**src/rtl/audio_i2s_receiver_pkg.sv**
```systemverilog
// Shared audio constants: sample/stereo widths, half-word bit positions and
// the receiver FSM state encoding.
package audio_i2s_receiver_pkg;

    localparam int SAMPLE_W  = 16;
    localparam int STEREO_W  = 32;
    localparam int LEFT_MSB  = 31;
    localparam int LEFT_LSB  = 16;
    localparam int RIGHT_MSB = 15;
    localparam int RIGHT_LSB = 0;

    typedef enum logic [2:0] {
        SYNC    = 3'd0,
        SKIP_L  = 3'd1,
        SHIFT_L = 3'd2,
        SKIP_R  = 3'd3,
        SHIFT_R = 3'd4
    } state_t;

endpackage

```
**src/rtl/audio_i2s_receiver_sync_edge_detect.sv**
```systemverilog
// Multi-flop synchroniser for one asynchronous input, plus a history flop
// giving single-cycle rise/fall strobes in the clk domain.
module sync_edge_detect #(
    parameter int STAGES = 2
) (
    input  logic clk,
    input  logic rst,
    input  logic din,
    output logic level,
    output logic rise,
    output logic fall
);

    logic [STAGES-1:0] chain;
    logic              hist;

    always_ff @(posedge clk) begin
        if (rst) begin
            chain <= '0;
            hist  <= 1'b0;
        end else begin
            chain <= {chain[STAGES-2:0], din};
            hist  <= chain[STAGES-1];
        end
    end

    assign level = chain[STAGES-1];
    assign rise  = level & ~hist;
    assign fall  = ~level & hist;

endmodule

```
**src/rtl/audio_i2s_receiver.sv**
```systemverilog
// I2S ADC deserialiser: oversamples BCLK/ADCLRCK/ADCDAT in the clk domain and
// emits 32-bit {left, right} frames, flagging channels that end short.
module audio_i2s_receiver
    import audio_i2s_receiver_pkg::*;
#(
    parameter int SAMPLE_BITS = 16,
    parameter int SYNC_STAGES = 2
) (
    input  logic                clk,
    input  logic                rst,
    input  logic                bclk_in,
    input  logic                adclrck_in,
    input  logic                adcdat_in,
    output logic [STEREO_W-1:0] sample_out,
    output logic                sample_valid,
    output logic                frame_error
);

    localparam logic [4:0] CNT_FULL = 5'(SAMPLE_BITS);

    logic bclk_rise, bclk_level_unused, bclk_fall_unused;
    logic lrck_rise, lrck_fall, lrck_level_unused;
    logic dat, dat_rise_unused, dat_fall_unused;

    sync_edge_detect #(.STAGES(SYNC_STAGES)) u_bclk (
        .clk   (clk),
        .rst   (rst),
        .din   (bclk_in),
        .level (bclk_level_unused),
        .rise  (bclk_rise),
        .fall  (bclk_fall_unused)
    );

    sync_edge_detect #(.STAGES(SYNC_STAGES)) u_lrck (
        .clk   (clk),
        .rst   (rst),
        .din   (adclrck_in),
        .level (lrck_level_unused),
        .rise  (lrck_rise),
        .fall  (lrck_fall)
    );

    sync_edge_detect #(.STAGES(SYNC_STAGES)) u_dat (
        .clk   (clk),
        .rst   (rst),
        .din   (adcdat_in),
        .level (dat),
        .rise  (dat_rise_unused),
        .fall  (dat_fall_unused)
    );

    state_t              state, state_n;
    logic [4:0]          cnt;
    logic [SAMPLE_W-1:0] shreg;
    logic [SAMPLE_W-1:0] left_hold;
    logic                discard, discard_n;
    logic                start_ch, shift_en, latch_left, emit, err;
    logic                short_ch;
    logic [3:0]          bit_idx;

    assign short_ch = (cnt < CNT_FULL);
    // MSB-first capture straight into its final bit, so narrow samples land left-aligned.
    assign bit_idx  = 4'(SAMPLE_W - 1) - cnt[3:0];

    always_comb begin
        state_n    = state;
        discard_n  = discard;
        start_ch   = 1'b0;
        shift_en   = 1'b0;
        latch_left = 1'b0;
        emit       = 1'b0;
        err        = 1'b0;
        case (state)
            SYNC: begin
                discard_n = 1'b0;
                if (lrck_fall) begin
                    start_ch = bclk_rise;
                    state_n  = bclk_rise ? SHIFT_L : SKIP_L;
                end
            end
            SKIP_L, SHIFT_L: begin
                // LRCK edge wins over a coincident BCLK rise, which then acts as the skip bit.
                if (lrck_rise) begin
                    if (state == SKIP_L || short_ch) begin
                        err       = 1'b1;
                        discard_n = 1'b1;
                    end else begin
                        latch_left = 1'b1;
                        discard_n  = 1'b0;
                    end
                    start_ch = bclk_rise;
                    state_n  = bclk_rise ? SHIFT_R : SKIP_R;
                end else if (bclk_rise) begin
                    if (state == SKIP_L) begin
                        start_ch = 1'b1;
                        state_n  = SHIFT_L;
                    end else if (short_ch) begin
                        shift_en = 1'b1;
                    end
                end
            end
            SKIP_R, SHIFT_R: begin
                if (lrck_fall) begin
                    if (state == SKIP_R || short_ch) begin
                        err = 1'b1;
                    end else if (!discard) begin
                        emit = 1'b1;
                    end
                    discard_n = 1'b0;
                    start_ch  = bclk_rise;
                    state_n   = bclk_rise ? SHIFT_L : SKIP_L;
                end else if (bclk_rise) begin
                    if (state == SKIP_R) begin
                        start_ch = 1'b1;
                        state_n  = SHIFT_R;
                    end else if (short_ch) begin
                        shift_en = 1'b1;
                    end
                end
            end
            default: state_n = SYNC;
        endcase
    end

    always_ff @(posedge clk) begin
        if (rst) begin
            state        <= SYNC;
            discard      <= 1'b0;
            cnt          <= '0;
            shreg        <= '0;
            left_hold    <= '0;
            sample_out   <= '0;
            sample_valid <= 1'b0;
            frame_error  <= 1'b0;
        end else begin
            state        <= state_n;
            discard      <= discard_n;
            sample_valid <= emit;
            frame_error  <= err;
            if (start_ch) begin
                cnt   <= '0;
                shreg <= '0;
            end else if (shift_en) begin
                shreg[bit_idx] <= dat;
                cnt            <= cnt + 5'd1;
            end
            if (latch_left) left_hold <= shreg;
            if (emit) begin
                sample_out[LEFT_MSB:LEFT_LSB]   <= left_hold;
                sample_out[RIGHT_MSB:RIGHT_LSB] <= shreg;
            end
        end
    end

endmodule
```
**config.mk**
```make
export PLATFORM = sky130hd
export DESIGN_NAME = audio_i2s_receiver
export DESIGN_NICKNAME = d
export VERILOG_FILES = /design/src/rtl/audio_i2s_receiver_pkg.sv /design/src/rtl/audio_i2s_receiver_sync_edge_detect.sv /design/src/rtl/audio_i2s_receiver.sv
export SDC_FILE = /design/constraint.sdc
export NUM_CORES = 1
export LEC_CHECK = 0
export ABC_CLOCK_PERIOD_IN_PS = 1500
export CAP_MARGIN = 20
export CORE_MARGIN = 5
export CORE_UTILIZATION = 50
export CTS_BUF_LIST = sky130_fd_sc_hd__clkbuf_8
export CTS_CLUSTER_DIAMETER = 150
export CTS_CLUSTER_SIZE = 14
export DETAILED_ROUTE_END_ITERATION = 8
export PLACE_DENSITY = 0.75
export RECOVER_POWER = 25
export SYNTH_ARGS = -nofsm -noshare
export SYNTH_HDL_FRONTEND = slang
export SYNTH_SLANG_ARGS = --single-unit
```
**constraint.sdc**
```tcl
create_clock -name clk -period 1.5 [get_ports clk]
set_input_delay 0.3 -clock clk [delete_from_list [all_inputs] [get_ports clk]]
set_output_delay 0.3 -clock clk [all_outputs]
set_load 0.02 [all_outputs]
```
# Yosys cells after proc, flatten, opt, wreduce, memory -nomap -nowiden

Index checks and enable logic that the tools add are counted.

Reduce and logical (&&, ||, !) cells: 10
Bitwise operators: 6
Mux-type cells: 44
Order comparisons: 3
Equal/unequal tests: 11
Add/subtract/negate cells: 2

Operators with widths:

| operator                                                              | count |
|---|---|
| 1-bit 2-to-1 mux                                                      | 28 |
| 3-bit 2-to-1 mux                                                      | 8 |
| 16-bit bitwise mux                                                    | 1 |
| 3-bit != test, second input constant                                  | 4 |
| 3-bit one-hot mux with 3 select lines                                 | 1 |
| 3-bit by 2-bit == test with 1-bit output, second input constant       | 2 |
| 2-bit != test, second input constant                                  | 3 |
| 1-bit one-hot mux with 3 select lines                                 | 2 |
| 2-bit OR reduction                                                    | 3 |
| 5-bit by 1-bit adder with 5-bit output, second input constant         | 1 |
| 4-bit by 5-bit < comparator with 1-bit output, second input constant  | 1 |
| 5-bit < comparator, second input constant                             | 1 |
| 5-bit AND reduction                                                   | 1 |
| 1-bit demux with 4-bit select                                         | 1 |
| 4-bit by 1-bit >= comparator with 1-bit output, second input constant | 1 |
| 1-bit one-hot mux with 2 select lines                                 | 2 |
| 4-bit subtractor, first input constant                                | 1 |
| 1-bit bitwise AND                                                     | 3 |
| 3-bit by 1-bit == test with 1-bit output, second input constant       | 1 |
| 3-bit == test, second input constant                                  | 1 |
| 3-bit logical NOT                                                     | 1 |
| 1-bit NOT                                                             | 3 |
| 3-bit AND reduction                                                   | 1 |
| 3-bit nonzero test                                                    | 1 |
| 3 further kinds                                                       | 4 |

Flip-flop bits (word level): 83
Input port bits: 5

# Depth between registers and ports, before layout

Word-level depth: 6
Mapped depth: 6

# Cells and area by module

A second synthesis with hierarchy kept.

Cells, all modules: 422
Area, all modules: 3,419.5 sq um

Modules (own cells, without submodules):

| module             | area an instance (sq um) | cells an instance | times used |
|---|---|---|---|
| audio_i2s_receiver | 3,145.5                  | 398               | 1 |
| sync_edge_detect   | 91.3                     | 8                 | 3 |

# Worst setup path before layout

No wires, ideal clock.

Path kind: register to register
From: reg u_lrck.hist
To: reg left_hold[6]
Path slack: -0.094 ns
Period minus slack after synthesis: 1.594 ns
Cell stages (with the launch flop): 6
Library setup time: 0.128 ns
Arrival: 1.466 ns
Cell sequence: dfxtp_1 nand2b_2 nor4_4 buf_6 mux2i_1 nor2_1

Word-level cells in the longest chain between the ends: 4

Ends and longest elaborated chain:

| element                  | line                                      | text |
|---|---|---|
| start: declaration       | audio_i2s_receiver_sync_edge_detect.sv:15 | `logic hist;` |
| start signal: assignment | audio_i2s_receiver_sync_edge_detect.sv:23 | `hist <= chain[STAGES-1];` |
| 1-bit NOT                | audio_i2s_receiver_sync_edge_detect.sv:28 | `assign rise = level & ~hist;` |
| 1-bit bitwise AND        | audio_i2s_receiver_sync_edge_detect.sv:28 |  |
| 1-bit 2-to-1 mux         | audio_i2s_receiver.sv:83                  | `if (lrck_rise) begin` |
| 1-bit 2-to-1 mux         | audio_i2s_receiver.sv:73                  | `case (state)` |
| end signal: assignment   | audio_i2s_receiver.sv:147                 | `if (latch_left) left_hold <= shreg;` |
| end: declaration         | audio_i2s_receiver.sv:55                  | `logic [SAMPLE_W-1:0] left_hold;` |

No other way between the ends.
A chain may end at the register's enable or synchronous reset.

# Final worst setup path

From: reg state[0]
To: reg left_hold[13]

Word-level cells in the longest chain between the ends: 5
Elaborated cells between the ends (all ways): 7
Those cells by class: 2 x eq/ne; 3 x mux; 2 x reduce/logical

Ends and longest elaborated chain:

| element                                  | line                                               | text |
|---|---|---|
| start: declaration                       | audio_i2s_receiver.sv:52                           | `state_t state, state_n;` |
| start signal: assignment                 | audio_i2s_receiver.sv:136                          | `state <= state_n;` |
| 3-bit by 1-bit == test with 1-bit output | audio_i2s_receiver.sv:73, audio_i2s_receiver.sv:84 |  |
| 1-bit logical OR                         | audio_i2s_receiver.sv:84                           | `if (state == SKIP_L \|\| short_ch) begin` |
| 1-bit 2-to-1 mux                         | audio_i2s_receiver.sv:84                           |  |
| 1-bit 2-to-1 mux                         | audio_i2s_receiver.sv:83                           |  |
| 1-bit 2-to-1 mux (*)                     | audio_i2s_receiver.sv:73                           |  |

Mark *: on every way between the ends. The rest lies on a longest branch, timed or not.

==> flow_summary.json <==
{
  "status": "finished with violations",
  "violations": "negative setup slack",
  "finalHoldViolations": 0,
  "synth_seq_cells": 83,
  "ant_nets": 0,
  "die_y_um": 92.2,
  "io_pins": 39,
  "vias": 3034,
  "root_buffer": "clkbuf_8",
  "fin_crit_ps": 1540,
  "worstRegToRegCells": 7,
  "avgSynthCellArea_sq_um": 8.67,
  "route.detailed.drc": 0,
  "critical_path.max_fanout": 8,
  "p_per_area_nw_per_um2": 874,
  "peakVddDrop_mv": 0.530,
  "rr_endpoint": "left_hold[13]",
  "port_buffers": 38,
  "drt_pre_antenna_iters": 4,
  "met3_length_um": 459,
  "min_path_type": "in2reg",
  "cts_max_level": 3,
  "dpl.hpwl_um": 5500,
  "path_clk_slew_ps": 80,
  "power_mw": 3.88,
  "grt_antenna_before_repair": 0,
  "worstPathArrival_ps": 1790,
  "start_util_pct": 50.6,
  "fin_skew_ps": 9.83,
  "routed_wl_um": 8410,
  "final_layout_size_suffix_gt1_share_pct": 19.3,
  "crit_path_end_kind": "flip-flop",
  "start_kind": "flip-flop",
  "wl_met1_um": 3590,
  "area_growth_pct": 31.3,
  "hold_buffers": 0,
  "dp_cells": 517,
  "cts_buffer_depth": 2,
  "cp.required_ps": 1740,
  "yosys.area.top_type": "dfxtp_1",
  "std_cell_rows": 30,
  "final_nets": 466,
  "synth_seq_area_share_pct": 49.2,
  "clk_latency_ps": 360,
  "cts_tree": "yes",
  "fillerInstances": 533,
  "clock_sinks": 83,
  "synthesis.area_sq_um": 3380,
  "yosys_warnings": 0,
  "layout_setup_ws_ps": -43.5,
  "drt_iter0_markers": 142,
  "place_congestion": 0.911,
  "ys_types": 46,
  "postSynthCellCount": 390,
  "grt_max_degree": 50,
  "fin_util_pct": 66.4,
  "cap_violations": 0,
  "core-area_sq_um": 6680,
  "power.leakage_nw": 1.65,
  "wire_per_inst_um": 15.5,
  "pre_cts_ws_ps": -43.6,
  "setup_violations": 17,
  "grtUsageTotal_pct": 18.6,
  "overflow": 0,
  "met2_wirelength_um": 4140,
  "synth_edf_count": 0,
  "grt_pass1_wl_um": 12700,
  "yosys.area.top_type_share_pct": 49.2,
  "r2r-start": "state[0]",
  "fmax_mhz": 648,
  "maxUsedRoutingLayer": "met4",
  "path_class": "reg2reg",
  "syn-num-nets": 399,
  "die_w_um": 92.2,
  "grt_pass1_vias": 2672,
  "ys_top_cells_by_area": "dfxtp_1 (49%), a21oi_1 (8.1%), nand2_1 (7.8%), mux2i_1 (5.0%), nand4_1 (3.1%)",
  "crit_path_end": "left_hold[13]",
  "critPathLaunch": "state[0]",
  "worst_slew_pin_slew_ps": 498,
  "multi_input_area_sq_um": 1640,
  "vias_per_cell": 5.60,
  "regArea_sq_um": 1670,
  "n_antenna_cell": 0,
  "synthArstFlopShare_pct": 0,
  "fin_cells": 542,
  "drv_slew": 0,
  "regToRegSetupSlack_ps": -40,
  "relSlewSlack_pct": 66.8,
  "dieArea_sq_um": 8500,
  "grt_setup_unrepaired": "true",
  "ys.flop_type": "dfxtp_1",
  "numCtsBuffers": 9,
  "fin_crit_sh_pct": 103
}
worst min path at each step:
stage	startpoint	endpoint	slack, ps	depth (start not counted)
after floorplan	u_bclk.chain[0]	u_bclk.chain[1]	410	1
after global routing	rst	frame_error	260	2
after detailed placement	u_dat.chain[0]	u_dat.chain[1]	430	1
after CTS	rst	state[0]	230	2
final	rst	frame_error	260	2
after global placement	u_dat.chain[0]	u_dat.chain[1]	420	1
layout by cell type, fill, tap and decap left out, drive strengths merged, types with 2 or more instances in the layout:
cell,instances
nand4,17
nand2b,5
nand3,12
nand2,70
or4,2
nor2b,13
clkbuf,14
dlygate4sd2,34
nor2,21
o21ai,15
a21oi,55
and2,4
dlygate4sd3,3
ha,4
dfxtp,83
inv,6
a31oi,2
nor4b,4
buf,44
nor3,4
o31ai,7
or3,3
o22ai,2
clkinv,3
mux2i,17
nor4bb,2
sequential cells by signal (all words and copies together), names as in the netlist:
register and flops:
u_bclk.hist 1, discard 1, shreg 16, u_bclk.chain 2, frame_error 1, sample_out 32, u_dat.chain 2, u_lrck.chain 2
cnt 5, state 3, sample_valid 1, left_hold 16, u_lrck.hist 1
stage by stage:
stage	setup TNS [ps]	instance area (sq um)	hold WS [ps]
finish	-289	4440	261
detailed placement	-465	4080	435
global route	-4090	4440	261
CTS	-4.80	4240	232
global placement	-38.9	4080	418
floorplan	-403	3390	414
repair_timing:
item,CTS,global route
pin swaps,1,10
hold endpoints to repair,0,0
buffers inserted,0,4
resized for setup,41,20
setup endpoints to repair,71,69
gates cloned,0,5
metal layers:
layer / global-route usage [%] / vias up
met5: 0 / -
met4: 8.66 / 0
met3: 3.77 / 18
met2: 30.7 / 87
met1: 23.4 / 1428
li1: - / 1501
cell type report:
class / count / area share (%)
multi-input combinational: 274 / 37.0
timing repair buffer: 85 / 18.6
inverter: 4 / 0.338
clock inverter: 6 / 1.07
sequential: 83 / 37.6
clock buffer: 10 / 3.10
tap: 80 / 2.26
worst max-delay path, stage by stage, from the launching register on:
cell     delay [ps]
dfxtp_2         350
buf_6           120
buf_6           120
nor4_4          250
buf_4           180
buf_12          140
mux2i_1         220
nor2_1           50
where the power goes:
group	switching, mW	internal, mW	total, mW
Combinational	0.0877	0.0736	0.161
Sequential	0.0127	2.21	2.22
Clock	0.833	0.661	1.49
Total	0.933	2.95	3.88
logic make-up after synthesis:
| kind of cell | count (synthesis) | share of synthesized area (%) |
|---|---|---|
| buffers and inverters | 33 | 4.26 |
| multiplexers | 17 | 5.04 |
| AO/OA/AOI/OAI | 90 | 15.1 |
| adder cells (fa/ha/maj) | 5 | 1.78 |
| AND/OR/NAND/NOR | 162 | 24.6 |
| flip-flops | 83 | 49.2 |
Yosys cell counts, types with 2 or more instances:
cell,number
a21oi_1,55
a31oi_1,2
and2_1,4
buf_1,2
buf_2,10
clkbuf_1,16
dfxtp_1,83
ha_1,4
inv_1,3
mux2i_1,17
nand2_1,70
nand2b_1,4
nand3_1,12
nand4_1,17
nor2_1,21
nor2b_1,13
nor3_1,4
nor4b_1,2
nor4bb_1,2
o21ai_0,8
o21ai_1,7
o31ai_1,7
or3_1,3
or4_1,2
Note: power is estimated with default switching activity, not from simulation.
==> RTL change 1, RTL diff (same flow settings) <==
Set the package constant `STEREO_W` to 64 (it was 32).
--- a/src/rtl/audio_i2s_receiver_pkg.sv
+++ b/src/rtl/audio_i2s_receiver_pkg.sv
@@ -3,7 +3,7 @@
 package audio_i2s_receiver_pkg;
 
     localparam int SAMPLE_W  = 16;
-    localparam int STEREO_W  = 32;
+    localparam int STEREO_W  = 64;
     localparam int LEFT_MSB  = 31;
     localparam int LEFT_LSB  = 16;
     localparam int RIGHT_MSB = 15;
Interface: changed (resized sample_out); port bits go from 39 to 71. The function was not compared with the original's and may differ.
==> RTL change 1 against the unedited design <==
- the flow still finishes with violations (setup timing)
- final area increased by 6.7%
- worst setup slack worse by 0.031 ns
- synthesized area rose by 7.3%
- fmax fell by 2.0%
- first-iteration DRC count is 39% higher
- via count up 5.2%
- sequential share of layout area down 2.2 points
- total power is 11% higher
- routed wire length is 12% higher
- sequential cell count is the same
- synthesized cell count increased by 8.7%
- critical endpoint is now sample_out[9]
- largest cell class is now multi-input combinational cells
==> RTL change 1: results (changes against the unedited design) <==
status -> finished with violations (unchanged)
failing checks -> setup timing (unchanged)
Reg area -> 1674 um^2 (was 1668 um^2)
Via Count -> 3191 (was 3034)
area taken by multi-input logic gates -> 1864 um^2 (was 1643 um^2)
post-CTS sizing -> 51 (was 41)
Synth Area in Adders -> 1.656% (was 1.777%)
mux contribution to synthesized area -> 4.693% (was 5.035%)
Worst Path Arrival -> 1.86 ns (was 1.79 ns)
non-clk buf share -> 17.46% (was 18.64%)
multi-input logic portion of the cell area -> 39.36% (was 37.02%)
dpl cells -> 560 (was 517)
vias in the first global route -> 2812 (was 2672)
wire length of the first global-routing pass -> 13410 um (was 12710 um)
Post CTS Setup Buffer Count -> 1 (was 0)
hold endpoint -> u_lrck.chain[1] (was frame_error)
Slew @ Worst Pin -> 0.6158 ns (was 0.4976 ns)
Place WS -> -0.06958 ns (was -0.04355 ns)
Fillers -> 613 (was 533)
leakage -> 1.803 nW (was 1.649 nW)
fmax -> 635.1 MHz (was 647.9 MHz)
CP max stage cell -> dfxtp_4 (was dfxtp_2)
setup tns final -> -1.440 ns (was -0.2886 ns)
grt met2 use -> 31.43% (was 30.72%)
sequential share of the synthesized area -> 45.82% (was 49.17%)
#MultiIn Comb -> 307 (was 274)
Crit path largest cell delay -> 0.37 ns (was 0.35 ns)
met3 routed WL -> 540 um (was 459 um)
1st-iter DRT viols -> 197 (was 142)
worst IR drop on VDD -> 535.8 uV (was 529.5 uV)
average wire per standard cell -> 15.96 um (was 15.51 um)
M1 wire length -> 3876 um (was 3589 um)
area grow syn2layout -> 30.64% (was 31.32%)
Non-clk bufs -> 81 (was 85)
clock-cell share of area -> 4.913% (was 4.173%)
r2r worst-path depth -> 6 (was 7)
met1 Track Usage GR -> 23.97% (was 23.37%)
metal2 WL -> 4777 um (was 4137 um)
post-detail-place hpwl -> 5732 um (was 5502 um)
hold_ws -> 0.2551 ns (was 0.2612 ns)
Avg Inst Size Synth -> 8.552 um^2 (was 8.665 um^2)
Synth area leaders -> dfxtp_1 46%, a21oi_1 7.6%, nand2_1 7.2%, buf_4 6.6%, mux2i_1 4.7% (was dfxtp_1 49%, a21oi_1 8.1%, nand2_1 7.8%, mux2i_1 5.0%, nand4_1 3.1%)
GRT met3 Usage -> 3.473% (was 3.774%)
Final Setup Violations -> 37 (was 17)
final setup margin -> -0.07453 ns (was -0.04353 ns)
layout cells sized above 1 -> 21.38% (was 19.26%)
area fraction in compound gates after synthesis -> 14.04% (was 15.14%)
==> RTL change 1: cell count changes in the layout (fill, tap and decap cells not counted), sizes merged, moves of 2 or more <==
cell	delta
clkinv	-3
conb	+32
bufinv	+2
buf	-3
==> RTL change 1: report_power, final <==
group | leakage (nW) | switching [W] | internal (W)
clock | 0.111 | 0.000854 | 0.00100
sequential | 0.673 | 0.0000151 | 0.00221
combinational | 1.02 | 0.000164 | 0.0000774
total | 1.80 | 0.00103 | 0.00329
==> RTL change 1: kinds of logic (layout without fill, tap and decap cells) <==
| kind of cell | count (synthesis) | in the layout |
|---|---|---|
| simple gates | 163 | 163 |
| compound gates | 90 | 90 |
| flops | 83 | 83 |
| buf+inv | 65 | 101 |
| mux | 17 | 17 |
| fa+ha+maj | 5 | 5 |
| other cells | 1 | 32 |
==> RTL change 2, RTL diff (same flow settings) <==
Without the edit above. Make the reset (`rst`) asynchronous in 2 clocked blocks.
--- a/src/rtl/audio_i2s_receiver_sync_edge_detect.sv
+++ b/src/rtl/audio_i2s_receiver_sync_edge_detect.sv
@@ -14,7 +14,7 @@
     logic [STAGES-1:0] chain;
     logic              hist;
 
-    always_ff @(posedge clk) begin
+    always_ff @(posedge clk or posedge rst) begin
         if (rst) begin
             chain <= '0;
             hist  <= 1'b0;
--- a/src/rtl/audio_i2s_receiver.sv
+++ b/src/rtl/audio_i2s_receiver.sv
@@ -122,7 +122,7 @@
         endcase
     end
 
-    always_ff @(posedge clk) begin
+    always_ff @(posedge clk or posedge rst) begin
         if (rst) begin
             state        <= SYNC;
             discard      <= 1'b0;
Behaviour: differs if rst is asserted again (counterexample within 10 cycles, from zero or initial values and one cycle with rst high); with rst held inactive, the same outputs for 10 cycles.
==> RTL change 2 against the unedited design <==
- the flow still finishes with violations (setup timing)
- global-route usage is 0.79 points lower
- routed wire length is 11% lower
- synthesized area is 8.2% higher
- worst setup slack worse by 0.063 ns
- largest cell class unchanged
- sequential cell count stayed put
- final area is 9.3% higher
- highest routed layer unchanged
Power is not compared: it rests on default switching activity, and its combinational part moved more than twofold at a synthesized area within 25%.
==> RTL change 2: results (changes against the unedited design) <==
Fillers -> 518 (was 533)
PortBufs -> 38 (unchanged)
Synth area leaders -> dfrtp_1 57%, mux2_1 13%, a21oi_1 3.4%, nand4_1 2.9%, nand3_1 2.5% (was dfxtp_1 49%, a21oi_1 8.1%, nand2_1 7.8%, mux2i_1 5.0%, nand4_1 3.1%)
Worst Hold Class -> reg -> reg (was in -> reg)
average wire per standard cell -> 15.78 um (was 15.51 um)
Final Setup Violations -> 51 (was 17)
fraction of registers with async set or reset after synthesis -> 100.0% (was 0%)
vias in the first global route -> 2616 (was 2672)
final RePlAce weighted congestion -> 0.8684 (was 0.9106)
CP max stage cell -> dfrtp_1 (was dfxtp_2)
CTS Buf Count -> 9 (unchanged)
Longest Clk Path Bufs -> 2 (unchanged)
wire length of the first global-routing pass -> 12630 um (was 12710 um)
status -> finished with violations (unchanged)
diode count -> 0 (unchanged)
Slew @ Worst Pin -> 0.4913 ns (was 0.4976 ns)
Vias/cell -> 5.527 (was 5.598)
Yosys warnings -> 0 (unchanged)
layout cells sized above 1 -> 32.36% (was 19.26%)
DR pass1 iterations -> 4 (unchanged)
Distinct cells, synth -> 48 (was 46)
1st-iter DRT viols -> 238 (was 142)
Worst-Skew Late Latency -> 0.36 ns (about the same)
Commonest cells post-synth -> 83 x dfrtp_1, 42 x mux2_1, 25 x a21oi_1, 18 x nand3_1, 17 x nand4_1 (was 83 x dfxtp_1, 70 x nand2_1, 55 x a21oi_1, 21 x nor2_1)
CTS root buf -> clkbuf_8 (unchanged)
worst IR drop on VDD -> 624.7 uV
H-Tree Level Count -> 3 (unchanged)
Overall Global Routing Usage -> 17.85% (was 18.65%)
post-detail-place hpwl -> 4997 um (was 5502 um)
worst-path maximum fanout -> 5 (was 8)
Final Skew -> 0.01232 ns (was 0.009827 ns)
Post-synth EDFFs -> 0 (unchanged)
Worst-path clk slew -> 0.09 ns
largest net degree at the start of global routing -> 57 (was 50)
initial antenna violation count -> 0 (unchanged)
cts hold-fix bufs -> 0 (unchanged)
Final #Nets -> 381 (was 466)
Worst Path Arrival -> 1.84 ns (was 1.79 ns)
failing checks -> setup timing (unchanged)
syn_nets -> 301 (was 399)
Crit path largest cell delay -> 0.45 ns (was 0.35 ns)
setup tns final -> -2.030 ns (was -0.2886 ns)
leakage -> 2.434 nW
placed inst area -> 4412 um^2 (was 4075 um^2)
sw frac -> 33.77%
final setup margin -> -0.1062 ns (was -0.04353 ns)
largest registers -> sample_out: 32 flops, left_hold: 16 flops, shreg: 16 flops (unchanged)
sequential share of the synthesized area -> 56.81% (was 49.17%)
## RTL change 2: cell count changes after synthesis, sizes merged, moves of 30 or more
cell,delta
mux2,+48
a21oi,-30
dfxtp,-83
dfrtp,+83
nand2,-63
## RTL change 2: timing repair
item                       CTS  global route
pin swaps                    5            10
buffers inserted             6             1
setup endpoints to repair   87            72
cloned                       1             2
resized for setup           51            40
## RTL change 2: area by class of cell
type	instances	area [um^2]	share of cell area, %
clock inverter	7	68.82	1.419
sequential	83	2081	42.91
multi-input combinational	186	1630	33.62
tap	99	123.9	2.554
clock buffer	9	123.9	2.554
inverter	4	18.77	0.3870
timing repair buffer	88	803.3	16.56
## RTL change 2: power by group through the flow
stage               registers [W]  logic [W]  clock network, W
CTS                       0.00248    0.00151           0.00158
detailed placement        0.00253    0.00143                 0
global route              0.00251    0.00178           0.00168
finish                    0.00249    0.00165           0.00153
global placement          0.00252    0.00140                 0
floorplan                 0.00250   0.000873                 0
## RTL change 2: final timing paths
| path | cells after the start | slack (ns) | start | end |
|---|---|---|---|---|
| max reg2reg | 6 | -0.11 | cnt[4] | shreg[0] |
| max | 6 | -0.11 | cnt[4] | shreg[0] |
| max in group asynchronous | 3 | 0.82 | rst | u_lrck.chain[1] |
| min in group asynchronous | 3 | 0.37 | rst | left_hold[10] |
| min reg2reg | 0 | 0.36 | u_lrck.chain[0] | u_lrck.chain[1] |
| min | 0 | 0.36 | u_lrck.chain[0] | u_lrck.chain[1] |
## RTL change 2: logic make-up after synthesis
logic type / Yosys count / synth area share, %
buf+inv: 23 / 3.217
fa+ha+maj: 4 / 1.369
flops: 83 / 56.81
simple gates: 74 / 14.03
compound gates: 59 / 9.514
mux: 49 / 15.06
## RTL change 2: per-stage QoR
step / instances / power (W) / utilization (%) / setup WS, ns
detailed placement: 450 / 0.003951 / 61.48 / -0.08738
CTS: 473 / 0.005567 / 65.16 / -0.05354
finish: 476 / 0.005661 / 67.59 / -0.1062
floorplan: 292 / 0.003370 / - / -0.03185
global route: 476 / 0.005970 / 67.59 / -0.1833
global placement: 450 / 0.003919 / 61.48 / -0.05274
## RTL change 2: layer usage
metal,wire (um),up-vias,global-route usage [%]
met5,0,-,0
met4,174,0,7.820
met3,479,17,4.499
met2,3595,106,26.59
met1,3259,1272,24.79
li1,-,1236,-
## RTL change 2: worst max-delay path, delay by kind of cell (launching register included)
kind            cells  cell delay [ns]
buf+inv             2             0.36
flops               1             0.45
compound gates      2             0.28
simple gates        2             0.40
